`src/rtl/logic_pipe_pkg.sv`:
```
// Shared definitions for the logic_pipe unit: operation encodings and the
// bitwise operation function used by the first pipeline stage.
package logic_pipe_pkg;

    // Widest operand the op function handles; callers zero-extend and truncate.
    localparam int unsigned MAX_W = 256;

    typedef enum logic [1:0] {
        OP_AND  = 2'b00,
        OP_OR   = 2'b01,
        OP_XOR  = 2'b10,
        OP_NAND = 2'b11
    } op_e;

    // Apply the selected bitwise operation across the full vector width.
    function automatic logic [MAX_W-1:0] op_apply(
        input logic [1:0]       op,
        input logic [MAX_W-1:0] x,
        input logic [MAX_W-1:0] y
    );
        op_apply = '0;
        case (op)
            OP_AND:  op_apply = x & y;
            OP_OR:   op_apply = x | y;
            OP_XOR:  op_apply = x ^ y;
            OP_NAND: op_apply = ~(x & y);
            default: op_apply = '0;
        endcase
    endfunction

endpackage

```
`src/rtl/logic_pipe_stage.sv`:
```
// One slot of the logic_pipe pipeline: valid/data register plus its
// next-state logic. The slot loads whenever it is empty or its contents
// are leaving, which lets bubbles collapse behind a stalled tail.
module logic_pipe_stage #(
    parameter int W = 8
) (
    input  logic         clk,
    input  logic         reset_n,
    input  logic         up_valid,
    input  logic [W-1:0] up_data,
    input  logic         down_ready,
    output logic         valid,
    output logic [W-1:0] data,
    output logic         ready
);

    logic         valid_nxt;
    logic [W-1:0] data_nxt;

    assign ready = !valid || down_ready;

    // Next-state: take the upstream beat when loading; data only moves on a real beat.
    always_comb begin
        valid_nxt = valid;
        data_nxt  = data;
        if (ready) begin
            valid_nxt = up_valid;
            if (up_valid) begin
                data_nxt = up_data;
            end
        end
    end

    // State register with synchronous active-low reset.
    always_ff @(posedge clk) begin
        if (!reset_n) begin
            valid <= 1'b0;
            data  <= '0;
        end else begin
            valid <= valid_nxt;
            data  <= data_nxt;
        end
    end

endmodule

```
`src/rtl/logic_pipe.sv`:
```
// Pipelined W-bit bitwise logic unit with valid/ready flow control.
// Stage 0 registers f(op, a, b); later stages carry the result unchanged.
// out_cnt counts completed output transfers modulo 2^CW.
module logic_pipe
    import logic_pipe_pkg::*;
#(
    parameter int W      = 8,
    parameter int STAGES = 2,
    parameter int CW     = 16
) (
    input  logic          clk,
    input  logic          reset_n,
    input  logic [1:0]    op,
    input  logic [W-1:0]  a,
    input  logic [W-1:0]  b,
    input  logic          in_valid,
    output logic          in_ready,
    output logic [W-1:0]  out_data,
    output logic          out_valid,
    input  logic          out_ready,
    output logic [CW-1:0] out_cnt
);

    // Element 0 is the input side, element STAGES the output side.
    logic         chain_v [0:STAGES];
    logic [W-1:0] chain_d [0:STAGES];
    logic         chain_r [0:STAGES];

    assign chain_v[0]      = in_valid;
    assign chain_d[0]      = W'(op_apply(op, MAX_W'(a), MAX_W'(b)));
    assign chain_r[STAGES] = out_ready;

    for (genvar i = 0; i < STAGES; i++) begin : g_stage
        logic_pipe_stage #(
            .W(W)
        ) u_stage (
            .clk        (clk),
            .reset_n    (reset_n),
            .up_valid   (chain_v[i]),
            .up_data    (chain_d[i]),
            .down_ready (chain_r[i+1]),
            .valid      (chain_v[i+1]),
            .data       (chain_d[i+1]),
            .ready      (chain_r[i])
        );
    end

    assign in_ready  = chain_r[0] && reset_n;
    assign out_valid = chain_v[STAGES];
    assign out_data  = chain_d[STAGES];

    // Count completed output transfers; wraps naturally at 2^CW.
    always_ff @(posedge clk) begin
        if (!reset_n) begin
            out_cnt <= '0;
        end else if (out_valid && out_ready) begin
            out_cnt <= out_cnt + 1'b1;
        end
    end

endmodule
```
`config.mk`:
```
export PLATFORM = sky130hd
export DESIGN_NAME = logic_pipe
export DESIGN_NICKNAME = d
export VERILOG_FILES = /design/src/rtl/logic_pipe_pkg.sv /design/src/rtl/logic_pipe_stage.sv /design/src/rtl/logic_pipe.sv
export SDC_FILE = /design/constraint.sdc
export NUM_CORES = 1
export LEC_CHECK = 0
export CAP_MARGIN = 20
export CORE_MARGIN = 5
export CORE_UTILIZATION = 32
export DETAILED_ROUTE_END_ITERATION = 8
export PLACE_DENSITY = 0.58
export SETUP_SLACK_MARGIN = 0.3
export SYNTH_ARGS = -nofsm -noshare
export SYNTH_HDL_FRONTEND = slang
export SYNTH_SLANG_ARGS = --single-unit
export TNS_END_PERCENT = 10
```
`constraint.sdc`:
```
create_clock -name clk -period 4.46 [get_ports clk]
set_input_delay 0.892 -clock clk [delete_from_list [all_inputs] [get_ports clk]]
set_output_delay 0.892 -clock clk [all_outputs]
set_load 0.01 [all_outputs]
```
; ---- Yosys cells after proc, flatten, opt, wreduce, memory -nomap -nowiden
; Cells that the tools add are included.
[totals]
inputBits = 22
register_bits = 34
output_inout_bits = 26
[classes]
add_sub_neg = 1
eq_ne = 3
muxes = 1
reduce_logical = 9
bitwise_logic = 4
[ops]
columns = op, count
row1 = $pmux W8 S4, 1
row2 = $add A16 B1 Y16 const B, 1
row3 = $and A8 B8 Y8, 1
row4 = $not A8 Y8, 1
row5 = $or A8 B8 Y8, 1
row6 = $xor A8 B8 Y8, 1
row7 = $eq A2 B2 Y1 const B, 2
row8 = $reduce_and A2 Y1, 2
row9 = $eq A2 B1 Y1 const B, 1
row10 = $logic_and A1 B1 Y1, 2
row11 = $logic_not A1 Y1, 2
row12 = $logic_not A2 Y1, 1
row13 = $logic_or A1 B1 Y1, 2

; ---- Longest topological paths before layout
; Gate-level depths: netlist of run 1.
[depth]
ltp_word = 4
ltp_mapped = 6
depth_no_buf = 6

; ---- By module
; Synthesis of run 1 repeated with hierarchy kept, for this count alone.
[unflattened]
hier_cells = 231
hier_area_um2 = 2039.5
[by_module_without_submodules]
columns = module, area_each_um2, cells_each, seq_area_each_um2, n_inst
row1 = logic_pipe, 1288.7, 151, 320.3, 1
row2 = logic_pipe_stage, 375.4, 40, 180.2, 2

; ---- Worst setup path after synthesis of run 1
; Ideal clock, no wire load.
[synth_timing]
path_kind = input to output
startpoint = input reset_n
endpoint = output in_ready
arrival_time_ps = 1443
required_time_ps = 3568
slack_ps = 2125
n_path_buf = 1
cell_stages = 3
cell_sequence = clkinv_1 > clkbuf_1 > a21oi_1
[synth_between]
elab_chain_cells = 1
[synth_lines]
columns = element, line
row1 = "start, declared", logic_pipe.sv:12  ; input logic reset_n,
row2 = $logic_and A1 B1 Y1, logic_pipe.sv:48  ; assign in_ready = chain_r[0] && reset_n;
row3 = "end, declared", logic_pipe.sv:17  ; output logic in_ready,
; Every way passes these cells.

; ---- Final worst setup path of run 1
[layout_timing]
startpoint = input out_ready
endpoint = output in_ready
[layout_between]
elab_chain_cells = 3
[layout_lines]
columns = element, line
row1 = "start, declared", logic_pipe.sv:20  ; input logic out_ready,
row2 = $logic_or A1 B1 Y1 (2 in series), logic_pipe_stage.sv:20  ; assign ready = !valid || down_ready;
row3 = $logic_and A1 B1 Y1, logic_pipe.sv:48
; Every way passes these cells.

==> out/summary.md, run 1 <==
Together, buffers and inverters on the worst path number 2. In this run the power density over the cells is 254 nW/um^2. After the first detailed-routing iteration, the DRC count stood at 39. The setup-violating endpoint count in the final report came out at 0. The detail route stage leaves a number of antenna-violating nets equal to 0.

After floorplanning, the core was sized to cover 5890 um^2. The pre-CTS worst setup slack is 1.32 ns, and the clock input transition at the sequential cells of the worst setup and hold paths is 0.06 ns. Pin count of the biggest net entering global routing: 34. The met1 routed wirelength after detailed routing came out at 1.77 mm. The logic depth of the worst setup path including buffers is 4.

The run gives 0 as the final number of hold-violating endpoints. For this run, the leading register cell type out of synthesis is dfxtp_1. For the pin with the worst max-slew slack, the measured transition is 0.942 ns.

For this block, the routed nets add up to 3.63 mm of wire. The share of the synthesized area in compound gates (AO/OA/AOI/OAI) is 12.9%. The most repeated cell in the gate-level netlist after synthesis was nor2_1.

For the number of library cell types mapped by synthesis, the log shows 34. Max-capacitance violation count: 0. The simple-gate share of the synthesized area came out at 19.9%.

Summed over all instances, the cell type with the most area after synthesis is dfxtp_1. Derived from the worst setup path, the maximum achievable clock frequency is 319 MHz. Along the worst path, the maximum fanout reaches 6. The accumulated negative setup slack came out at 0 ns. TritonCTS built the clock tree.

On the final layout, the worst hold slack is 0.488 ns. Setup repair after global routing left no endpoint under its margin. The adder and majority cell fraction of the synthesized area was 11.1%; the final setup slack of the worst path was 1.32 ns. The worst path in the final design needs a cycle of 3.14 ns, including I/O delays and setup.

After synthesis, the largest family of logic cells by area is simple AND/OR/NAND/NOR gates. The detailed-router iteration count before antenna repair is 4, and the synthesis-to-layout area growth is 29.1%. The worst hold path passes through 2 cells.

Traced cell by cell, the critical path runs through clkdlybuf4s50_1 -> nor2b_1 -> a21oi_1 -> clkdlybuf4s50_1. The highest metal layer with signal wires is met4. For the critical path arrival, the log shows 2.24 ns. The logs give 0 for the number of buffers inserted by post-CTS setup repair and 0 for the yosys synthesis warning count.

The most numerous cell on the critical path was clkdlybuf4s50_1. The number of placed instances with taps included came out at 335. For this design the top-level I/O count stands at 48. Input and output buffers added on the ports amount to 47. Counting flops with an async set or reset pin after synthesis yields a share of 0%.

The sequential element share of the synthesized area is 35.5%. After synthesis the netlist holds a flip-flop and latch count of 34. The mean instance size in the synthesized netlist was 8.29 um^2. The run gives 32.5% as the effective utilization at floorplan. The floorplan step set the die height to 87.4 um.

For the number of antenna violations at the first check in global routing, the log shows 0. Clock tree synthesis selected as its root buffer the cell clkbuf_8. The worst hold path belongs to the class flip-flop to flip-flop. Counting every sink on the clock net gives 34. Element type at the critical path end: a primary output.

The total congestion overflow was 0; the maximum VDD drop was 0.107 mV. The final-stage net count was 307; the share of the synthesized area in the top cell type was 35.5%. Summing every instance area after synthesis gives 1920 um^2. The logs give 1470 for the number of global-route vias before repair and 0 for the number of max-slew violations in the final report. For this run, the total global-route usage over all layers was measured as 10.3%. After detailed routing, the number of vias per cell comes to 4.54. Summed over all cells, the static leakage comes to 1.04 nW. In this run, synthesis inferred 0 flip-flops with an integrated enable. The average wire per cell in the routed design is 10.6 um.

For the site row count, the log shows 28. At the end of routability-driven placement, the weighted congestion stood at 0.699. The type of the setup path with the least slack was input port to primary output.

The wire length on met2 came out at 1.59 mm. Across all layers, the routed design uses 1553 vias. Of the total synthesized cell area, the portion taken by XOR and XNOR cells is 5.03%. The width of the chip was 87.4 um; the fraction of layout cells with a size suffix above 1 was 4.49%.

The largest single stage delay on the critical path is 0.55 ns. The final setup skew was 0.00169 ns. In the detailed route, the total length drawn on met3 is 247 um.

The flow ran to the end, and the final reports show no timing, DRC or antenna violations. By area the synthesized netlist is led by dfxtp_1, ha_1, nor2_1. The post-synthesis instance total is 231. The depth of the most critical reg-to-reg path is 5. The slowest stage of the critical path is the clkdlybuf4s50_1 cell. The DRC violations left was 0.

STA classifies the critical path startpoint as an input port. Broken down by cell family, the worst path's largest delay share belongs to buffers and inverters. The logs give 37.0% for the headroom to the max-slew limit and 342 for the count of non-filler cells in the finished layout. The wire length of the first global-routing pass came out at 6.49 mm.

The run gives 7630 um^2 as the die area. The clock reaches the later pin of the worst-skew pair after 0.27 ns. The run gives 5 as the total CTS buffers. The number of hold-repair buffers added at the cts stage was 0; the final period utilization was 70.3%.

Synthesis produced a netlist with a net count of 270. Sorting the synthesized cells by how often they occur yields nor2_1, dfxtp_1, inv_1. The clock passes through at most 2 buffers.

The share of cell area taken by muxes after synthesis is 5.75%, and the required time at the endpoint of the critical path is 3.57 ns. The logs give 0 for the number of diodes added for antenna fixing and 0 for the post-cts resize count. The clock tree synthesis step divided the H-tree into 2 levels.

The tools report the final HPWL from detailed placement as 2.78 mm.
-- through the flow --
stage          area, um^2  total power, W  util (%)
2_1_floorplan        1920        0.000383         -
3_3_place_gp         2380        0.000416      40.5
3_5_place_dp         2380        0.000419      40.5
4_1_cts              2460        0.000639      41.9
5_1_grt              2470        0.000669      42.0
6_report             2470        0.000628      42.0
-- registers in the layout, indices dropped and copies added, names as in the netlist --
register,cells
out_cnt,16
g_stage.u_stage.data,16
g_stage.u_stage.valid,2
-- worst min-delay path, cell delays in order, from the launching register on --
cell	delay, ns
dfxtp_1	0.33
nand2_1	0.06
a21oi_1	0.05
-- worst paths after layout --
check / start / endpoint / slack (ns)
max: out_ready / in_ready / 1.32
min: out_cnt[1] / out_cnt[1] / 0.49
max reg2reg: out_cnt[0] / out_cnt[14] / 2.69
min reg2reg: out_cnt[1] / out_cnt[1] / 0.49
-- report_power, final --
group / total [W] / leakage [nW] / switching, W / internal [W]
Combinational: 0.0000909 / 0.717 / 0.0000429 / 0.0000479
Clock: 0.000218 / 0.0431 / 0.0000989 / 0.000119
Sequential: 0.000320 / 0.277 / 0.00000608 / 0.000314
-- cell usage in the layout, fill, tap and decap left out --
master | netlist | layout
clkdlybuf4s50_1 | 0 | 47
nor2_1 | 40 | 40
dfxtp_1 | 34 | 34
inv_1 | 21 | 21
a21oi_1 | 19 | 19
ha_1 | 17 | 17
a211oi_1 | 15 | 15
mux2i_1 | 11 | 11
nand2_1 | 10 | 10
xor2_1 | 7 | 7
clkbuf_8 | 0 | 6
nand3_1 | 4 | 4
nand4_1 | 4 | 4
xnor2_1 | 4 | 4
nor2b_1 | 3 | 3
o21ai_0 | 3 | 3
nor3_1 | 3 | 3
and4_1 | 2 | 2
buf_4 | 8 | 2
clkinv_1 | 1 | 1
nand2b_1 | 1 | 1
and4_4 | 1 | 1
nand4_4 | 1 | 1
o41ai_1 | 1 | 1
or4b_1 | 1 | 1
or3_2 | 1 | 1
nor4_1 | 1 | 1
and3_2 | 1 | 1
or3_1 | 1 | 1
o31ai_1 | 1 | 1
or4_1 | 1 | 1
nand3b_1 | 1 | 1
and2_1 | 1 | 1
o21a_1 | 1 | 1
-- cell families (layout without fill, tap and decap cells) --
logic type	after synthesis	after routing
compound gates	40	40
xor+xnor	11	11
fa+ha+maj	17	17
buf+inv	41	77
flops	34	34
mux	11	11
simple gates	77	77
-- routing by layer --
| metal | vias up | GRT usage [%] |
|---|---|---|
| met1 | 671 | 12.9 |
| met5 | - | 0 |
| li1 | 840 | - |
| met2 | 40 | 17.2 |
| met4 | 0 | 2.51 |
| met3 | 2 | 3.12 |
-- area by class of cell --
| class | instances | area (um^2) |
|---|---|---|
| fillers | 614 | 3410 |
| flip-flops and latches | 34 | 681 |
| well taps | 75 | 93.8 |
| repair buffers | 49 | 485 |
| inverters | 22 | 82.6 |
| clock buffers | 6 | 82.6 |
| multi-input cells | 156 | 1050 |
(Power assumes the default switching activity.)
==> inputs of run 2 (changes only) <==
==> constraint.sdc (replaced) <==
create_clock -name clk -period 2.95 [get_ports clk]
set_input_delay 0.59 -clock clk [delete_from_list [all_inputs] [get_ports clk]]
set_output_delay 0.59 -clock clk [all_outputs]
set_load 0.01 [all_outputs]
==> out/summary.md, run 2 (synthesis gave the netlist of run 1 again) <==
Path type of the worst min-delay path: flip-flop to flip-flop. The headroom to the max-slew limit was 65.9%. The total global-route track usage was 9.92%. The slew at the pin with the worst max-slew slack was 0.510 ns; the number of hold-repair buffers added at the cts stage was 0. Counting the fill cells in the layout gives 619.

The largest individual stage delay along the critical path comes from the cell clkdlybuf4s50_1. The final number of hold-violating endpoints came out at 0. For this block, the via count after detailed routing is 1583.

For the finished layout, the period the worst path requires is 2.53 ns. The setup-violating endpoint count in the final report is 0, and the biggest fanout along the worst timing path is 6. The critical path arrival is 1.94 ns. The clock input transition at the sequential cells of the worst setup and hold paths is 0.07 ns, and the register area is 681 um^2.

The critical path is of the input port to primary output type. The number of antenna violations at the first check in global routing is 0. The signal on the critical path passes through clkdlybuf4s50_1 -> nor2b_1 -> a21oi_1 -> clkdlybuf4s50_1. The count of buffers inserted at the top-level ports came out at 47.

In the final layout, the registers with the most flip-flops are g_stage.u_stage.data: 16 flops, out_cnt: 16 flops, g_stage.u_stage.valid: 2 flops. The sum of buffers and inverters on the critical path is 2. Vertical die dimension: 87.4 um. The die is 87.4 um wide. The die covers 7630 um^2. Clock skew on the completed layout was measured at 0.00460 ns.

The fraction of layout cells with a size suffix above 1 works out to 5.88%. No sink is reached through more buffers than the 2 on the longest clock path. In this run the remaining antenna-violating nets after routing total 0.

For the maximum VDD drop, the log shows 0.145 mV. The congestion estimate from routability-driven global placement came to 0.762. Setup repair after global routing left no endpoint under its margin. The required time at the endpoint of the critical path is 2.36 ns, and the multi-input combinational cell area is 1050 um^2. Accumulated negative setup slack: 0 ns. The worst setup path is captured at a primary output. The tools report the detailed-route wire length as 3.55 mm. The worst setup path is launched from an input port. The number of global-route vias before repair is 1377, and the number of buffers inserted by post-CTS setup repair is 0. The number of antenna diodes in the final layout is 0. The total power density per cell area was 388 nW/um^2; the final-stage net count was 310. The pin count of the biggest net entering global routing was 34. The first routing iteration left 41 violations. For this design the static power due to leakage is 1.06 nW. Counting stages on the worst path, the most repeated cell is clkdlybuf4s50_1. Number of max-slew violations in the final report: 0.

The family with the most delay on the worst path is buffers and inverters. The post-cts resize count is 0. In this run the clock root is driven by a clkbuf_8. The tools report the total congestion overflow as 0.

48 I/O pins were placed. For the TritonCTS sink count, the log shows 34. The largest single stage delay on the critical path is 0.55 ns. Clock latency on the worst-skew pair, taken at its later pin, is 0.28 ns. For this run, the top clock speed supported by timing is 395 MHz.

The first global-routing pass estimated 6.12 mm of wire. The average wire per cell in the routed design is 10.2 um. Summing internal, switching and leakage power gives 0.000972 W. The routed via count divided by cell count works out to 4.56. Final period utilization: 85.9%.

The run finished with clean final reports. DRC violations left: 0. The max-capacitance violation count came out at 0. The commonest non-fill, non-tap cell in the layout was clkdlybuf4s50_1.

The tools report the floorplan core area as 5890 um^2. After floorplanning, the core was divided into 28 placement rows. The CTS H-tree depth is 2. For this run, the detailed router's first-pass iteration total came to 3. After legalization and detailed placement, the total HPWL measured 2.75 mm. Once the floorplan was initialized, standard cells occupied 32.5% of the core.

Buffers inserted during clock tree synthesis total 5. The library cells used most frequently in the layout, excluding fill and tap cells, are clkdlybuf4s50_1, nor2_1, dfxtp_1. The synthesis-to-layout area growth was 30.7%. TritonCTS built the clock tree.
## run 2: per-layer routing
metal | wire, um | GRT usage [%] | up-vias
met1 | 1720 | 12.4 | 684
met3 | 288 | 3.41 | 7
met5 | 0 | 0 | -
met4 | 61 | 4.18 | 0
li1 | - | - | 852
met2 | 1480 | 15.4 | 40
## run 2: through the flow
| step | utilization (%) | hold slack, ns | std cells | setup WS [ns] | cell area, um^2 |
|---|---|---|---|---|---|
| finish | 42.5 | 0.481 | 347 | 0.415 | 2500 |
| global route | 42.5 | 0.521 | 347 | 0.310 | 2500 |
| CTS | 42.5 | 0.487 | 347 | 0.402 | 2500 |
| detailed placement | 41.0 | 0.477 | 339 | 0.401 | 2410 |
| global placement | 41.0 | 0.469 | 339 | 0.430 | 2410 |
| floorplan | - | 0.452 | 231 | 1.22 | 1920 |
## run 2: path summary, 6_finish.rpt
path,cells after the start,slack (ns),endpoint,from
worst max-delay path,4,0.42,in_ready,out_ready
worst min-delay path,2,0.48,out_cnt[15],out_cnt[15]
worst max register to register,4,1.35,out_cnt[14],out_cnt[2]
worst min register to register,2,0.48,out_cnt[15],out_cnt[15]
## run 2: cell type report
type | instances | area share [%]
clock buffers | 7 | 3.45
multi-input cells | 156 | 41.8
well taps | 75 | 3.75
clock inverters | 1 | 0.200
inverters | 22 | 3.30
repair buffers | 52 | 20.3
flip-flops and latches | 34 | 27.2
## run 2: worst min-delay path, delay by kind of cell, from the launching register on
family | cells | cell delay (ns)
flip-flops | 1 | 0.32
AO/OA/AOI/OAI | 2 | 0.11
## run 2: where the power goes
part | switching [W] | leakage, nW | total (W) | internal (W)
Sequential | 0.00000935 | 0.277 | 0.000484 | 0.000474
Combinational | 0.0000640 | 0.732 | 0.000137 | 0.0000732
Clock | 0.000163 | 0.0482 | 0.000352 | 0.000188
==> inputs of run 3 (changes only) <==
--- a/config.mk
+++ b/config.mk
@@ -9,7 +9,8 @@
 export CORE_MARGIN = 5
 export CORE_UTILIZATION = 32
 export DETAILED_ROUTE_END_ITERATION = 8
-export PLACE_DENSITY = 0.58
+export DONT_BUFFER_PORTS = 1
+export PLACE_DENSITY = 0.48
 export SETUP_SLACK_MARGIN = 0.3
 export SYNTH_ARGS = -nofsm -noshare
 export SYNTH_HDL_FRONTEND = slang
==> out/summary.md, run 3 (synthesis gave the netlist of run 1 again) <==
At the later pin of the worst-skew pair, clock insertion delay measures 0.28 ns. Routability-driven placement finished with a final weighted congestion of 0.725. The largest registers in the layout are g_stage.u_stage.data: 16 flops, out_cnt: 16 flops, g_stage.u_stage.valid: 2 flops.

The max-capacitance violation count was 0. Leaving out filler cells and counting taps, the final layout contains 295. For this run, the total global-route usage over all layers was measured as 10.3%. The tools report the number of max-slew violations in the final report as 0. The vertical die dimension is 87.4 um, and the number of buffers on the longest clock path is 2. The first global-routing pass estimated 6.30 mm of wire. The library cells used most frequently in the layout, excluding fill and tap cells, are nor2_1, dfxtp_1, inv_1. The logs give 0 for the setup-violating endpoint count in the final report and 34 for the pin count of the biggest net entering global routing. The total congestion overflow came out at 0. The run gives 7630 um^2 as the die area. For this configuration, the core starts out at a cell density of 32.5%.

For the number of antenna violations at the first check in global routing, the log shows 0. The flow ran to the end, and the final reports show no timing, DRC or antenna violations. The startpoint identified for the worst hold timing path is reset_n. 48 I/O pins were placed. The count of buffers added on input and output ports is 0. Summed over all layers, the routed wires come to 3.69 mm. The final number of hold-violating endpoints was 0.

The cell sitting at the root of the clock tree is a clkbuf_8. Clock-pin slew was measured on the worst setup and hold paths at 0.07 ns. The detail route stage leaves a number of antenna-violating nets equal to 0.

Source of the critical timing path: out_cnt[0]. Startpoint of the worst register-to-register path: out_cnt[0]. Of the cells placed in the final design, the portion with a size suffix greater than 1 is 5.00%. The type of the setup path with the least slack was flip-flop to flip-flop. The biggest fanout along the worst timing path came out at 8. Commonest non-fill, non-tap cell in the layout: nor2_1. The DRC violations left was 0; the width of the chip was 87.4 um.

The worst hold path belongs to the class input port to flip-flop. From synthesis to final layout, the design area changed by 3.98%. Power spread over the standard cell area amounts to 449 nW/um^2. Data on the critical path arrives at its endpoint at 2.01 ns. The initialized floorplan defines 28 standard-cell rows. The clock arrives with 0.00565 ns of skew. Before antenna repair, the detailed router went through 4 iterations. The floorplan core area came out at 5890 um^2.

Using the TritonRoute via totals, the vias-per-cell ratio works out to 4.66. In this run the static leakage power is 0.855 nW. The final route contains 1376 vias. The worst setup path is launched from a flip-flop.

The accumulated negative setup slack is 0 ns. The average wire per cell in the routed design is 12.5 um. STA classifies the critical path endpoint as a flip-flop.

In this run, post-CTS hold repair placed 0 buffers. At the end of the flow, the number of nets in the layout was 259. The run gives 5 as the total CTS buffers. Including well taps, the total number of placed cells is 288. Timing analysis after detailed placement gives a worst setup slack of 1.14 ns. The run gives 1.15 ns as the final setup slack of the worst path.

STA puts the critical path data required time at 3.16 ns. At the pin with the least slew margin, the transition time is 0.931 ns. The run gives 2.76 mm as the final HPWL from detailed placement.

The worst pin sits at a relative slew slack of 37.9%. TritonCTS built the clock tree. The logs give 0 for the post-cts resize count and 2 for the CTS H-tree depth. For the number of global-route vias before repair, the log shows 1328. Setup repair after global routing left no endpoint under its margin. The maximum VDD drop was 0.210 mV.

Counting every sink on the clock net gives 34. Time the final worst path needs with I/O delays and setup: 1.80 ns. The number of antenna diodes in the final layout is 0. Violation count after the first detailed-routing iteration: 40. Final period utilization: 61.1%. The maximum clock frequency came out at 555 MHz.

The number of setup buffers added after CTS is 0.
run 3: power by group:
part           total (W)  switching (W)  internal, W
registers       0.000487      0.0000130     0.000474
clock network   0.000325       0.000163     0.000162
logic          0.0000828      0.0000445    0.0000383
total           0.000895       0.000220     0.000674
run 3: routing by layer:
layer	up-vias	part of all wire, %	GRT usage [%]
li1	747	-	-
met1	581	45	11.8
met2	42	43	16.6
met3	6	10	4.82
met4	0	1.8	4.18
met5	-	0	0
run 3: layout make-up:
type / instances / area, um^2
clock buffer: 6 / 72.6
inverter: 22 / 82.6
sequential: 34 / 681
multi-input combinational: 156 / 1050
tap: 75 / 93.8
clock inverter: 1 / 7.51
timing repair buffer: 1 / 7.51
fill: 630 / 3890
run 3: worst paths after layout:
path,to,slack (ns),cells past startpoint
max,out_cnt[14],1.15,5
min,g_stage[0].u_stage.data[6],0.43,1
max reg2reg,out_cnt[14],1.15,5
min reg2reg,g_stage[1].u_stage.data[0],0.49,2
run 3: through the flow:
stage	cell area [um^2]	hold WS, ns	total power [W]	util (%)
after global routing	1990	0.412	0.000946	33.8
after detailed placement	1910	0.486	0.000583	32.5
after CTS	1990	0.416	0.000917	33.8
after global placement	1910	0.477	0.000580	32.5
after floorplan	1920	0.452	0.000579	-
final	1990	0.426	0.000895	33.8
run 3: worst max-delay path, stage by stage, from the launching register on:
cell and delay [ns]:
dfxtp_1 0.44, ha_1 0.18, nand3_1 0.26, nor2_1 0.25, or4b_1 0.45, a21oi_1 0.15
==> edit 1 (flow settings as in run 2) <==
`data` no longer has a reset.
--- a/src/rtl/logic_pipe_stage.sv
+++ b/src/rtl/logic_pipe_stage.sv
@@ -35,11 +35,13 @@
     always_ff @(posedge clk) begin
         if (!reset_n) begin
             valid <= 1'b0;
-            data  <= '0;
         end else begin
             valid <= valid_nxt;
-            data  <= data_nxt;
         end
+    end
+
+    always_ff @(posedge clk) begin
+        data <= data_nxt;
     end
 
 endmodule
Behaviour: differs if reset_n is asserted again (counterexample within 4 cycles, from zero or initial values and one cycle with reset_n low); with reset_n held inactive, the same outputs for 10 cycles.
==> edit 1 against run 2 <==
Sequential power rose by 8.1%; sequential cell count did not move; cell area fell by 2.3%; wire length fell by 5.8%; power fell by 0.79%; count of clock-buffer cells in the layout fell by 2; area after synthesis fell by 3.4%; non-clock buffer count did not move; worst setup slack improved by 320 ps; largest power group unchanged.
==> edit 1: results (changes against run 2) <==
ranking of synthesized cells by area - edfxtp_1 (26%), dfxtp_1 (19%), ha_1 (11%), o21ai_0 (4.9%), inv_1 (4.5%)
Final Util - 43.88% (+1.3 points)
crit path DAT - 1620 ps (-320 ps)
n_diodes - 0 (unchanged)
CTS Buffer Depth - 2 (unchanged)
Commonest cells post-synth - inv_1 (22), nand2_1 (22), dfxtp_1 (18), o21ai_0 (18), ha_1 (17)
gr usage total - 9.419% (-0.50 points)
sequential area share after synthesis - 45.44% (+9.9 points)
vias in the first global route - 1311 (-4.8%)
Ys Warns - 0 (unchanged)
Setup Fix Bufs, Post-CTS - 0 (unchanged)
first-pass GRT wire length - 5.602 mm (-8.5%)
Root Buffer - clkbuf_8
Initial DRC Count - 42 (+2.4%)
Slew headroom - 69.45% (+3.6 points)
DR pass1 iterations - 5 (+2)
Worst Hold Class - flop to flop
Clk Latency, worst-skew pair - 280 ps (about the same)
number of nets in the final layout - 281 (-9.4%)
detailed placement HPWL - 2.639 mm (-3.9%)
IO Port Bufs - 47 (unchanged)
largest net degree at the start of global routing - 28 (-18%)
TritonCTS Buffers - 5 (unchanged)
static leakage power - 0.9702 nW (-8.2%)
worst-path fanout max - 5 (-1)
Sw Ratio - 23.10% (-1.2 points)
final WL - 3.344 mm (-5.8%)
ys async rst share - 0% (unchanged)
htree depth - 2 (unchanged)
maximum cell stage delay along the critical path - 480 ps (-70 ps)
Vias/cell - 4.451 (-2.4%)
Distinct cells, synth - 32 (-5.9%)
# fillers - 565 (-8.7%)
Post-DP Area - 0.002359 sq mm (-2.2%)
Top FF cell, synth - dfxtp_1
number of synthesized flops with an enable pin - 16 (+16)
worst vdd ir - 0.2071 mV (+43%)
Fin Clk Skew - 3.373 ps (-1.228 ps)
share of cells above drive strength 1 - 6.996% (+1.1 points)
GPL Wtd Cong - 0.7294 (-4.3%)
status - completed
Net Count, Synth - 236 (-13%)
## edit 1: worst paths after layout
| path | startpoint | endpoint | slack, ps | cells past startpoint |
|---|---|---|---|---|
| setup / recovery | out_ready | in_ready | 740 | 4 |
| hold / removal | g_stage[0].u_stage.data[6] | g_stage[1].u_stage.data[6] | 420 | 0 |
| setup reg to reg | out_cnt[3] | out_cnt[15] | 1280 | 4 |
| hold reg to reg | g_stage[0].u_stage.data[6] | g_stage[1].u_stage.data[6] | 420 | 0 |
## edit 1: metrics by stage
stage / setup slack, ps / instances
floorplan: 1079 / 197
global placement: 362.2 / 307
detailed placement: 356.6 / 307
CTS: 348.2 / 315
global route: 667.8 / 315
finish: 736.4 / 315
## edit 1: logic make-up (layout without fill, tap and decap cells)
kind of cell | count (synthesis) | count (layout) | share of synthesized area, %
AND/OR/NAND/NOR | 62 | 62 | 16.57
buffers and inverters | 37 | 83 | 9.534
flip-flops | 34 | 34 | 45.44
AO/OA/AOI/OAI | 31 | 31 | 9.061
adder cells (fa/ha/maj) | 17 | 17 | 11.49
XOR/XNOR | 11 | 11 | 5.206
multiplexers | 5 | 5 | 2.705
## edit 1: routing by layer
metal  vias to the layer above  track usage, %  wire length, um
met2                        32           16.82             1654
met1                       619           10.15             1428
met3                         4           2.209              205
met4                         0           5.180               55
li1                        747               -                -
met5                         -               0                0
## edit 1: worst max-delay path: cells and delay by family
family,cells,cell delay (ps)
and+or+nand+nor,1,250
AOI/OAI and AO/OA,1,140
buffers and inverters,2,650
## edit 1: cell type report
| cell class | instances | share of cell area, % |
|---|---|---|
| flip-flops and latches | 34 | 34.37 |
| clock buffers | 5 | 2.813 |
| inverters | 23 | 3.529 |
| repair buffers | 52 | 20.87 |
| clock inverters | 3 | 0.6650 |
| multi-input cells | 126 | 34.07 |
| well taps | 72 | 3.683 |
## edit 1: power groups by stage
stage	clock network [W]	registers [W]	logic, W
after floorplan	0	0.000532	0.0000637
after global placement	0	0.000532	0.000119
after detailed placement	0	0.000533	0.000122
after CTS	0.000337	0.000523	0.000122
after global routing	0.000360	0.000524	0.000136
final	0.000323	0.000523	0.000119
==> edit 2 (config.mk and constraints of run 2) <==
Without the edit above. `W` is set to 8 in 2 places; all go to 7.
--- a/src/rtl/logic_pipe_stage.sv
+++ b/src/rtl/logic_pipe_stage.sv
@@ -2,7 +2,7 @@
 // next-state logic. The slot loads whenever it is empty or its contents
 // are leaving, which lets bubbles collapse behind a stalled tail.
 module logic_pipe_stage #(
-    parameter int W = 8
+    parameter int W = 7
 ) (
     input  logic         clk,
     input  logic         reset_n,
--- a/src/rtl/logic_pipe.sv
+++ b/src/rtl/logic_pipe.sv
@@ -4,7 +4,7 @@
 module logic_pipe
     import logic_pipe_pkg::*;
 #(
-    parameter int W      = 8,
+    parameter int W      = 7,
     parameter int STAGES = 2,
     parameter int CW     = 16
 ) (
Ports: changed (resized a, b and out_data); port bits go from 48 to 45. No check against the original RTL was run, so the function may have changed too.
==> edit 2 against run 2 <==
Sequential cell count decreased by 2; sequential share of layout area increased by 0.52 points; area after synthesis decreased by 7.6%; cell area decreased by 7.6%; synthesized cell count decreased by 7.8%; worst setup slack improved by 8.0 ps; critical endpoint unchanged; largest cell class unchanged; fmax increased by 0.32%; wire length decreased by 6.7%; power decreased by 6.1%.
==> edit 2: results (changes against run 2) <==
gr usage total - 9.960% (+0.037 points)
Initial DRC Count - 27 (-34%)
DR pass1 iterations - 4 (+1)
reg2reg end - out_cnt[14]
switching pwr - 0.0002120 W (-10%)
largest net degree at the start of global routing - 32 (-5.9%)
CP Capture Point - in_ready
GPL Wtd Cong - 0.7239 (-5.0%)
Routed met2 length - 1.595 mm (+7.8%)
reg2reg start - out_cnt[0]
first-pass GRT wire length - 5.920 mm (-3.3%)
Metal-1 WL - 1.431 mm (-17%)
Net Count, Synth - 248 (-8.1%)
ranking of synthesized cells by area - dfxtp_1 (36%), ha_1 (11%), nor2_1 (8.1%), a21oi_1 (5.7%), mux2i_1 (5.1%)
Fin Clk Skew - 3.204 ps (-1.397 ps)
DR WL/cell - 10.28 um (+0.51%)
Distinct cells, synth - 32 (-5.9%)
maximum cell stage delay along the critical path - 550 ps (about the same)
Place WS - 393.3 ps (-7.176 ps)
Worst Hold Class - flop to flop
vias in the first global route - 1352 (-1.8%)
Ys Warns - 0 (unchanged)
worst vdd ir - 0.1393 mV (-3.7%)
Slew headroom - 47.93% (-18 points)
Final WS setup - 423.4 ps (+7.973 ps)
number of nets in the final layout - 284 (-8.4%)
share of cells above drive strength 1 - 5.200% (-0.68 points)
CTS Buffer Depth - 2 (unchanged)
status - completed
Vias/cell - 4.599 (+0.82%)
IO Port Bufs - 44 (-6.4%)
routed length on met3 - 256 um (-11%)
sequential area share after synthesis - 36.21% (+0.68 points)
reg2reg setup slack - 1280 ps (-70 ps)
worst-path fanout max - 5 (-1)
Regs by FF count - out_cnt: 16 flops, g_stage.u_stage.data: 14 flops, g_stage.u_stage.valid: 2 flops
ys async rst share - 0% (unchanged)
static leakage power - 0.9568 nW (-9.5%)
Commonest cells post-synth - nor2_1 (38), dfxtp_1 (32), a21oi_1 (20), inv_1 (20), ha_1 (15)
worst r2r path cells - 5 (+1)
detailed placement HPWL - 2.584 mm (-5.9%)
Clk Latency, worst-skew pair - 280 ps (about the same)
==> edit 2: cell count changes after synthesis, moves of 2 or more <==
cell and change:
dfxtp_1 -2, mux2i_1 -2, o211ai_1 +2, nor2b_1 -2, nor2_1 -2, a211oi_1 -3, ha_1 -2, clkbuf_1 -2
==> edit 2: final cells by class <==
cell class                      instances  area, sq um
Tap cell                               72        90.09
Sequential cell                        32        640.6
Fill cell                             562         3127
Timing Repair Buffer                   46        455.4
Inverter                               20        75.07
Clock buffer                            8        90.09
Multi-Input combinational cell        144        960.9
==> edit 2: cell families (layout without fill, tap and decap cells) <==
group / Yosys count / count (layout) / share of synthesized area, %
and+or+nand+nor: 69 / 69 / 19.17
AOI/OAI and AO/OA: 40 / 40 / 13.86
buffers and inverters: 37 / 74 / 9.618
DFF: 32 / 32 / 36.21
adders and majority gates: 15 / 15 / 10.61
xor gates and xnor gates: 11 / 11 / 5.445
muxes: 9 / 9 / 5.092
==> edit 2: how the worst min path moves through the flow <==
stage | startpoint | to | slack, ps | cells after the start
after detailed placement | out_cnt[15] | out_cnt[15] | 480 | 2
after floorplan | g_stage[0].u_stage.data[0] | g_stage[1].u_stage.data[0] | 450 | 2
after global routing | out_cnt[14] | out_cnt[14] | 520 | 2
final | out_cnt[15] | out_cnt[15] | 490 | 2
after global placement | g_stage[0].u_stage.data[0] | g_stage[1].u_stage.data[0] | 470 | 2
after CTS | out_cnt[15] | out_cnt[15] | 490 | 2
==> edit 2: layer usage <==
layer  global-route usage [%]  up-vias
met3                    3.140        4
met5                        0        -
met4                    3.453        0
met2                    18.01       41
li1                         -      794
met1                    10.95      642
==> edit 2: stage by stage <==
step                      utilization, %  total power, W  instance area, sq um  cells
after floorplan                        -       0.0005397                  1769    213
after global placement             40.81       0.0005864                  2220    314
after detailed placement           40.81       0.0005900                  2220    314
after CTS                          42.47       0.0009331                  2310    322
after global routing               42.51       0.0009708                  2312    322
final                              42.51       0.0009131                  2312    322
==> edit 2: what timing repair did <==
item / 4_1_cts / 5_1_grt
setup endpoints to repair: 0 / 1
resized for setup: 0 / 1
endpoints found under the hold margin: 0 / 0
==> edit 2: worst max-delay path, delay by kind of cell <==
kind | cells | cell delay (ps)
buf+inv | 2 | 1100
simple gates | 1 | 90
compound gates | 1 | 160
==> edit 2: power groups by stage <==
stage / logic (W) / registers, W / clock network (W)
2_1_floorplan: 0.0000770 / 0.000463 / 0
3_3_place_gp: 0.000123 / 0.000463 / 0
3_5_place_dp: 0.000126 / 0.000464 / 0
4_1_cts: 0.000126 / 0.000454 / 0.000353
5_1_grt: 0.000144 / 0.000456 / 0.000370
6_report: 0.000123 / 0.000454 / 0.000336
